[config.mk]
export PLATFORM = sky130hd
export DESIGN_NAME = mem_port_arbiter
export DESIGN_NICKNAME = d
export VERILOG_FILES = /design/src/rtl/mem_port_arbiter.sv
export SDC_FILE = /design/constraint.sdc
export NUM_CORES = 1
export LEC_CHECK = 0
export ABC_CLOCK_PERIOD_IN_PS = 1850
export CAP_MARGIN = 40
export CORE_MARGIN = 2
export CORE_UTILIZATION = 40
export DETAILED_ROUTE_END_ITERATION = 7
export DONT_BUFFER_PORTS = 1
export RECOVER_POWER = 100
export SLEW_MARGIN = 20
export SYNTH_ARGS = -nofsm -noshare
export SYNTH_HDL_FRONTEND = slang
export SYNTH_SLANG_ARGS = --single-unit
[constraint.sdc]
create_clock -name clk -period 1.85 [get_ports clk]
set_clock_uncertainty 0.1 [all_clocks]
set_input_delay 0.4625 -clock clk [delete_from_list [all_inputs] [get_ports clk]]
set_output_delay 0.4625 -clock clk [all_outputs]
set_load 0.02 [all_outputs]
[src/rtl/mem_port_arbiter.sv]
// mem_port_arbiter: round-robin arbiter sharing one memory port between instruction and data requesters
module mem_port_arbiter #(
  parameter int AW  = 32,
  parameter int DW  = 32,
  parameter int TMO = 64
) (
  input  logic          clk,
  input  logic          rst,
  input  logic          i_req,
  input  logic [AW-1:0] i_addr,
  output logic [DW-1:0] i_rdata,
  output logic          i_done,
  input  logic          d_req,
  input  logic          d_we,
  input  logic [AW-1:0] d_addr,
  input  logic [DW-1:0] d_wdata,
  output logic [DW-1:0] d_rdata,
  output logic          d_done,
  output logic          mem_req,
  output logic          mem_we,
  output logic [AW-1:0] mem_addr,
  output logic [DW-1:0] mem_wdata,
  input  logic [DW-1:0] mem_rdata,
  input  logic          mem_ready,
  output logic          busy,
  output logic          owner,
  output logic          timeout_err
);
  typedef enum logic [1:0] {IDLE, BUSY, RESP} state_t;
  state_t state, stateNext;
  logic [15:0] tmoCnt;
  logic grantValid, grantSide, timeoutHit, finish;
  always_comb begin
    grantValid = (state == IDLE) && (i_req || d_req);
    grantSide  = (i_req && d_req) ? ~owner : d_req;
    timeoutHit = (state == BUSY) && !mem_ready && (tmoCnt == 16'(TMO - 1));
    finish     = (state == BUSY) && (mem_ready || timeoutHit);
    stateNext  = (state == IDLE) ? (grantValid ? BUSY : IDLE) :
                 (state == BUSY) ? (finish ? RESP : BUSY) : IDLE;
  end
  always_ff @(posedge clk or negedge rst)
    if (!rst) state <= IDLE;
    else      state <= stateNext;
  always_ff @(posedge clk or negedge rst)
    if (!rst) begin
      mem_req     <= 1'b0;
      mem_we      <= 1'b0;
      mem_addr    <= '0;
      mem_wdata   <= '0;
      i_done      <= 1'b0;
      d_done      <= 1'b0;
      i_rdata     <= '0;
      d_rdata     <= '0;
      busy        <= 1'b0;
      owner       <= 1'b1;
      timeout_err <= 1'b0;
      tmoCnt      <= '0;
    end else begin
      busy        <= stateNext != IDLE;
      mem_req     <= stateNext == BUSY;
      i_done      <= finish && !owner;
      d_done      <= finish && owner;
      timeout_err <= timeout_err || timeoutHit;
      if (grantValid) begin
        owner     <= grantSide;
        mem_we    <= grantSide && d_we;
        mem_addr  <= grantSide ? d_addr : i_addr;
        mem_wdata <= grantSide ? d_wdata : '0;
        tmoCnt    <= '0;
      end else if (state == BUSY && !mem_ready) begin
        tmoCnt <= tmoCnt + 16'd1;
      end
      // a timed-out access returns zero data so stale words never look valid
      if (finish && owner)  d_rdata <= mem_ready ? mem_rdata : '0;
      if (finish && !owner) i_rdata <= mem_ready ? mem_rdata : '0;
    end
endmodule

# Word-level counts from Yosys, hierarchy flattened
# Index checks and enable logic that the tools add are counted.
# totals
reg_bits,153
input_bits,134
wordCells,44
# classes
n_addsub,1
mux,10
n_eq_ne,3
reduce_logical,16
n_bitwise,1
# op_table
cell,count
$mux 32,3
$mux 16,2
$add 16x1->16 const B,1
$eq 16x6->1 const B,1
$logic_and 1x1->1,8
$mux 2,3
$eq 2x1->1 const B,2
$reduce_bool 2->1,2
$logic_or 1x1->1,3
$logic_not 1->1,2
$logic_not 2->1,1
$mux 1,2
$not 1->1,1

# Logic depth before layout (Yosys ltp)
# Gate-level depths: netlist of run 1.
# depth
word_depth,9
depth_mapped,7
ltp_nobuf,5

# Worst setup path after synthesis of run 1
# No wires, ideal clock.
# synth_path
path_type,input-to-reg
startpoint,input port mem_ready
endpoint,register tmoCnt[15]
n_path_buf,1
setup_time_ns,0.079
stages,5
t_required_ns,1.671
arrival_ns,1.621
setup_slack_ns,0.050
cell_sequence,or3b_1 o31a_2 clkbuf_8 nor4b_2 mux2i_1
# synth_via
elab_chain_cells,3
# synth_lines
element,line_no,rtl
"start, declared",24,"input logic mem_ready,"
$logic_not 1->1,70,end else if (state == BUSY && !mem_ready) begin
$logic_and 1x1->1,70,
$reduce_bool 2->1 (no source line),-,
"end signal, assigned",71,tmoCnt <= tmoCnt + 16'd1;
"end, declared",31,logic [15:0] tmoCnt;
# Every way passes these cells.
# A chain may end at the register's enable or synchronous reset.

# Final worst setup path of run 1
# layout_path
startpoint,register state[1]
endpoint,register tmoCnt[12]
# layout_via
elab_chain_cells,3
word_cells_on_any_way,6
classes_between,1 x eq/ne; 1 x mux; 4 x reduce/logical
# layout_lines
element,line_no,rtl
"start, declared",30,"state_t state, stateNext;"
"start signal, assigned",43,else state <= stateNext;
$eq 2x1->1 or $logic_not 2->1 (tied branches),"70, 34",
$logic_and 1x1->1 (on tied branches),"70, 34",
$reduce_bool 2->1 (no source line) or $mux 16 (tied branches),-,
# Several ways; a longest one is shown, not always the timed one.

==> results of run 1 <==
power by group through the flow:
stage / sequential, mW / clock (mW) / combinational [mW]
6_report: 7.80 / 3.28 / 3.49
5_1_grt: 7.98 / 3.53 / 3.97
4_1_cts: 7.83 / 3.36 / 3.20
3_5_place_dp: 7.88 / 0 / 3.20
2_1_floorplan: 7.31 / 0 / 2.54
3_3_place_gp: 7.83 / 0 / 3.02
stage by stage:
| step | hold slack (ns) | std cells | setup TNS [ns] |
|---|---|---|---|
| 6_report | -0.368 | 942 | 0 |
| 5_1_grt | -0.393 | 942 | -1.13 |
| 4_1_cts | -0.385 | 930 | -0.0351 |
| 3_5_place_dp | 0.0712 | 898 | -0.690 |
| 3_3_place_gp | 0.0704 | 898 | -0.319 |
| 2_1_floorplan | 0.0669 | 709 | 0 |
critical path: stages, from the launching register on:
cell	delay, ns
dfrtp_1	0.40
or3b_4	0.42
o31a_4	0.15
or4_1	0.51
a21oi_1	0.15
cell usage in the layout (no fill, tap or decap), types with 2 or more instances in the layout:
master,instances
clkinv_4,6
nand3_1,4
o21ba_2,2
a21oi_1,69
or4_4,3
buf_4,13
or3b_4,2
a22o_1,33
nand4_1,4
a21oi_2,3
o31ai_1,6
buf_6,2
mux2i_1,34
nor2_1,73
and2_1,2
o21ai_0,75
o21ai_1,23
and4_1,2
clkbuf_1,2
clkbuf_16,21
inv_8,2
dfrtp_1,152
a21o_1,2
buf_12,7
inv_6,3
nand2b_1,66
or4_1,5
nand2_1,70
xor2_1,5
sequential cells by signal (all words and copies together) (netlist names), 2 cells and up:
| signal | flops |
|---|---|
| tmoCnt | 16 |
| state | 2 |
| i_rdata | 32 |
| mem_wdata | 32 |
| d_rdata | 32 |
| mem_addr | 32 |
final timing paths:
check / start / endpoint / slack, ns
worst min register to register: tmoCnt[15] / tmoCnt[15] / 0.45
worst max-delay path: state[1] / tmoCnt[12] / 0.02
worst max register to register: state[1] / tmoCnt[12] / 0.02
max in group asynchronous: rst / owner / 1.70
min in group clk: d_wdata[15] / mem_wdata[15] / 0.07
worst min-delay path: rst / d_rdata[8] / -0.37
layout make-up:
| class | count | area (µm²) | area share (%) |
|---|---|---|---|
| sequential | 153 | 3830 | 47.9 |
| multi-input combinational | 503 | 2940 | 36.8 |
| clock buffer | 20 | 447 | 5.59 |
| timing repair buffer | 28 | 380 | 4.76 |
| tap | 225 | 282 | 3.52 |
| clock inverter | 12 | 109 | 1.36 |
| inverter | 1 | 3.75 | 0.0470 |
repair_timing:
action / CTS / global route
hold endpoints to repair: 153 / 153
setup buffers: 0 / 5
pin swaps: 0 / 8
setup endpoints to repair: 4 / 94
gates cloned: 0 / 7
gates resized for setup: 1 / 44
metal layers:
metal / up-vias / routed length (µm) / GRT usage [%]
met4: 0 / 452 / 8.22
met5: - / 0 / 0
met1: 2520 / 7530 / 23.6
met3: 21 / 1650 / 6.96
li1: 2453 / - / -
met2: 228 / 9540 / 31.5
cell families after synthesis:
family | Yosys count
and+or+nand+nor | 243
AOI/OAI and AO/OA | 218
DFF | 153
buffers and inverters | 54
muxes | 34
xor gates and xnor gates | 6
adders and majority gates | 1
==> metrics, run 1 <==
status=finished, violations left; violated checks=negative hold slack; TritonCTS clock tree=yes; fraction of synthesis flops using an asynchronous set or reset pin=100%; Rows=48; TritonCTS Buffers=17; crit path time final=1.83 ns; Clk Latency, worst-skew pair=0.42 ns; gr ovfl total=0; post-synthesis sequential area ratio=55.5%; CP Capture Type=flip-flop; Power Total=14.6 mW; maxcap violations=0; Power Dens Cells=1820 mW/mm²; Final Cell Area=0.00799 mm²; setup ws final=0.0250 ns; Layout Nets=839; DRT Pass-1 Iters=6; GRT Util Overall=19.5%; EDFF count, synth=0; simple-gate portion of the synthesized area=17.2%; unrepaired setup endpoints after global routing=yes; worst min path class=input pin to async pin; worst path arrival time=2.06 ns; Die W=135 µm; Final period util=98.7%; vias in the first global route=4851; Routed Wire Length=19.2 mm; root buffer cell=clkbuf_16; post-synth top area share=55.1%; global placement routability congestion=0.833; largest family of logic cells by synthesized area=compound AO/OA/AOI/OAI gates; num ports=269; syn_nets=844; Pint=8.16 mW; core area=0.0171 mm²; # fillers=1589; routed length per instance=20.3 µm; Reg power frac=53.5%; Peak Freq=0.548 GHz; drc violations=0; Synth Area in XOR/XNOR=0.761%; synth top area cells=dfrtp_1, o21ai_0, nand2b_1, a21oi_1, mux2i_1; Cells after Synth=709; worst vdd ir=0.887 mV; most frequent cell after synthesis=dfrtp_1; compound-cell area share of the yosys netlist=18.2%; Detail Route Antenna Nets=0; Synth Area in Adders=0.181%; Worst Tran Pin Value=0.495 ns; top cell type by total area after synthesis=dfrtp_1; vias=5222; total clock sinks=153; Initial Util=40.5%; Worst Setup Start Kind=flip-flop; power share of the combinational group=24.0%; post-synthesis mux area share=4.93%; Worst Reg-to-Reg Cells=4; first-pass GRT wire length=27.5 mm; CP Max Fanout=7; Rel. slew slack=66.8%; Area growth syn-to-layout=15.8%; Sw Ratio=44.0%; Clock power frac=22.5%; HPWL after DPL=12.4 mm; placed instance area=0.00719 mm²; top cells by count, synth=dfrtp_1, o21ai_0, nor2_1, a21oi_1, nand2_1; die area=0.0183 mm²; ys flop type=dfrtp_1; Post-Route Utilization=46.8%; I/O Buffers=0; # diodes=0; LEAKAGE=3.39 nW; largest net degree at the start of global routing=154; fin. max-slew vios=0; CP required=2.09 ns; Crit Path Class=flip-flop to flip-flop; initial antenna violation count=0; Vias/cell=5.54; post-synthesis cell type count=38; NetSw=6.42 mW; Place WS=-0.116 ns; chip height=135 µm; Yosys warnings=0; drt initial violations=301; final hold violation count=153; Clock Tree Buf Depth=2; layout cells sized above 1=11.3%; Post-Syn Area=0.00690 mm²; setup violators final=0; synthesized flop and latch total=153; Syn Area/Cell=9.73 µm²; worst hold slack=-0.368 ns; CTS H-tree depth=4; Clk pin slew, worst setup/hold paths=0.06 ns
No activity file was read; power rests on OpenSTA's default activity.
==> inputs of run 2 (changes only) <==
--- a/config.mk
+++ b/config.mk
@@ -8,7 +8,7 @@
 export ABC_CLOCK_PERIOD_IN_PS = 1850
 export CAP_MARGIN = 40
 export CORE_MARGIN = 2
-export CORE_UTILIZATION = 40
+export CORE_UTILIZATION = 38
 export DETAILED_ROUTE_END_ITERATION = 7
 export DONT_BUFFER_PORTS = 1
 export RECOVER_POWER = 100
==> metrics, run 2 (synthesis gave the netlist of run 1 again) <==
routed length per instance=19.9 µm (was 20.3 µm); I/O Buffers=0 (unchanged); Peak Freq=0.549 GHz (was 0.548 GHz); root buffer cell=clkbuf_16 (unchanged); setup violators final=0 (unchanged); status=finished, violations left (unchanged); TritonCTS clock tree=yes (unchanged); Routed Wire Length=18.8 mm (was 19.2 mm); setup ws final=0.0274 ns (was 0.0250 ns); num ports=269 (unchanged); Clk Latency, worst-skew pair=0.42 ns (about the same); Sequential Area=0.00383 mm² (unchanged); vias=5257 (was 5222); GRT Util Overall=18.7% (was 19.5%); chip height=139 µm (was 135 µm); Layout Nets=835 (was 839); Crit Path Class=flip-flop to flip-flop (unchanged); Place WS=-0.113 ns (was -0.116 ns); CP Max Fanout=6 (was 7); # fillers=1666 (was 1589); violated checks=negative hold slack (unchanged); Worst Setup Start Kind=flip-flop (unchanged); TritonCTS Buffers=17 (unchanged); Rel. slew slack=67.3% (was 66.8%); maxcap violations=0 (unchanged); post-route setup TNS=0 ns (unchanged); largest net degree at the start of global routing=154 (unchanged); Initial Util=38.6% (was 40.5%); # diodes=0 (unchanged); Cells after DPL=903 (was 898); first-pass GRT wire length=28.9 mm (was 27.5 mm); drc violations=0 (unchanged); vias in the first global route=5143 (was 4851); final hold violation count=153 (unchanged); Clock Tree Buf Depth=2 (unchanged); Post-Route Utilization=44.2% (was 46.8%); core area=0.0179 mm² (was 0.0171 mm²); total clock sinks=153 (unchanged); gr ovfl total=0 (unchanged); most frequent cells in the layout=dfrtp_1, o21ai_0, nor2_1 (unchanged); Detail Route Antenna Nets=0 (unchanged); global placement routability congestion=0.786 (was 0.833); fin. max-slew vios=0 (unchanged); die area=0.0193 mm² (was 0.0183 mm²); placed instance area=0.00721 mm² (was 0.00719 mm²); Final period util=98.5% (was 98.7%); Vias/cell=5.58 (was 5.54); drt initial violations=295 (was 301); Die W=139 µm (was 135 µm); Area growth syn-to-layout=14.7% (was 15.8%); Power Total=14.5 mW (was 14.6 mW); LEAKAGE=3.34 nW (was 3.39 nW); Rows=49 (was 48); crit path time final=1.82 ns (was 1.83 ns); worst path arrival time=2.06 ns (about the same); Power Dens Cells=1830 mW/mm² (was 1820 mW/mm²); DRT Pass-1 Iters=4 (was 6); Non-Filler Instances=942 (unchanged); layout cells sized above 1=10.8% (was 11.3%); worst hold slack=-0.368 ns (about the same); worst min path class=input pin to async pin (unchanged); Clk pin slew, worst setup/hold paths=0.07 ns (was 0.06 ns); initial antenna violation count=0 (unchanged); Worst Tran Pin Value=0.489 ns (was 0.495 ns); Worst Reg-to-Reg Cells=4 (unchanged); area of the multi-input gates=0.00294 mm² (about the same); CP Capture Type=flip-flop (unchanged); CP required=2.09 ns (about the same); commonest non-fill, non-tap cell in the layout=dfrtp_1 (unchanged); HPWL after DPL=12.6 mm (was 12.4 mm); CTS H-tree depth=4 (unchanged); worst vdd ir=0.924 mV (was 0.887 mV); Final Cell Area=0.00792 mm² (was 0.00799 mm²)
==> run 2: path summary, 6_finish.rpt <==
path	slack [ns]	to	start
setup / recovery	0.03	tmoCnt[14]	state[1]
hold / removal	-0.37	d_rdata[5]	rst
setup reg to reg	0.03	tmoCnt[14]	state[1]
hold reg to reg	0.46	tmoCnt[15]	tmoCnt[15]
max in group asynchronous	1.68	owner	rst
min in group clk	0.07	mem_wdata[19]	d_wdata[19]
==> run 2: area by class of cell <==
class	count	share of cell area, %
repair buffers	24	3.71
flip-flops and latches	153	48.4
multi-input cells	503	37.2
clock inverters	14	1.66
well taps	229	3.62
clock buffers	18	5.42
inverters	1	0.0474
==> run 2: metal layers <==
metal,GRT usage [%],share of wire [%]
met2,31.1,50
met3,6.32,8.8
met5,0,0
met1,22.6,40
met4,6.86,1.5
==> run 2: where the power goes <==
group | internal, mW | leakage [nW] | switching (mW)
sequential | 4.73 | 1.79 | 3.00
clock | 1.78 | 0.273 | 1.55
combinational | 1.55 | 1.28 | 1.85
==> run 2: worst max-delay path, stage by stage (launching register included) <==
cell,delay [ns]
dfrtp_1,0.39
or3b_4,0.43
o31a_4,0.15
or4_4,0.54
a21oi_2,0.14
==> run 2: repair_timing <==
action                                  4_1_cts  5_1_grt
pin swaps                                     0        4
cloned                                        0        3
endpoints found under the hold margin       153      153
endpoints found under the setup margin        6       74
buffers inserted                              2        2
gates resized for setup                       3       14
==> inputs of run 3 (changes only) <==
--- a/config.mk
+++ b/config.mk
@@ -12,7 +12,6 @@
 export DETAILED_ROUTE_END_ITERATION = 7
 export DONT_BUFFER_PORTS = 1
 export RECOVER_POWER = 100
-export SLEW_MARGIN = 20
 export SYNTH_ARGS = -nofsm -noshare
 export SYNTH_HDL_FRONTEND = slang
 export SYNTH_SLANG_ARGS = --single-unit
==> results of run 3 <==
Same layout as run 2: the final DEF is identical, and so are final timing and power.
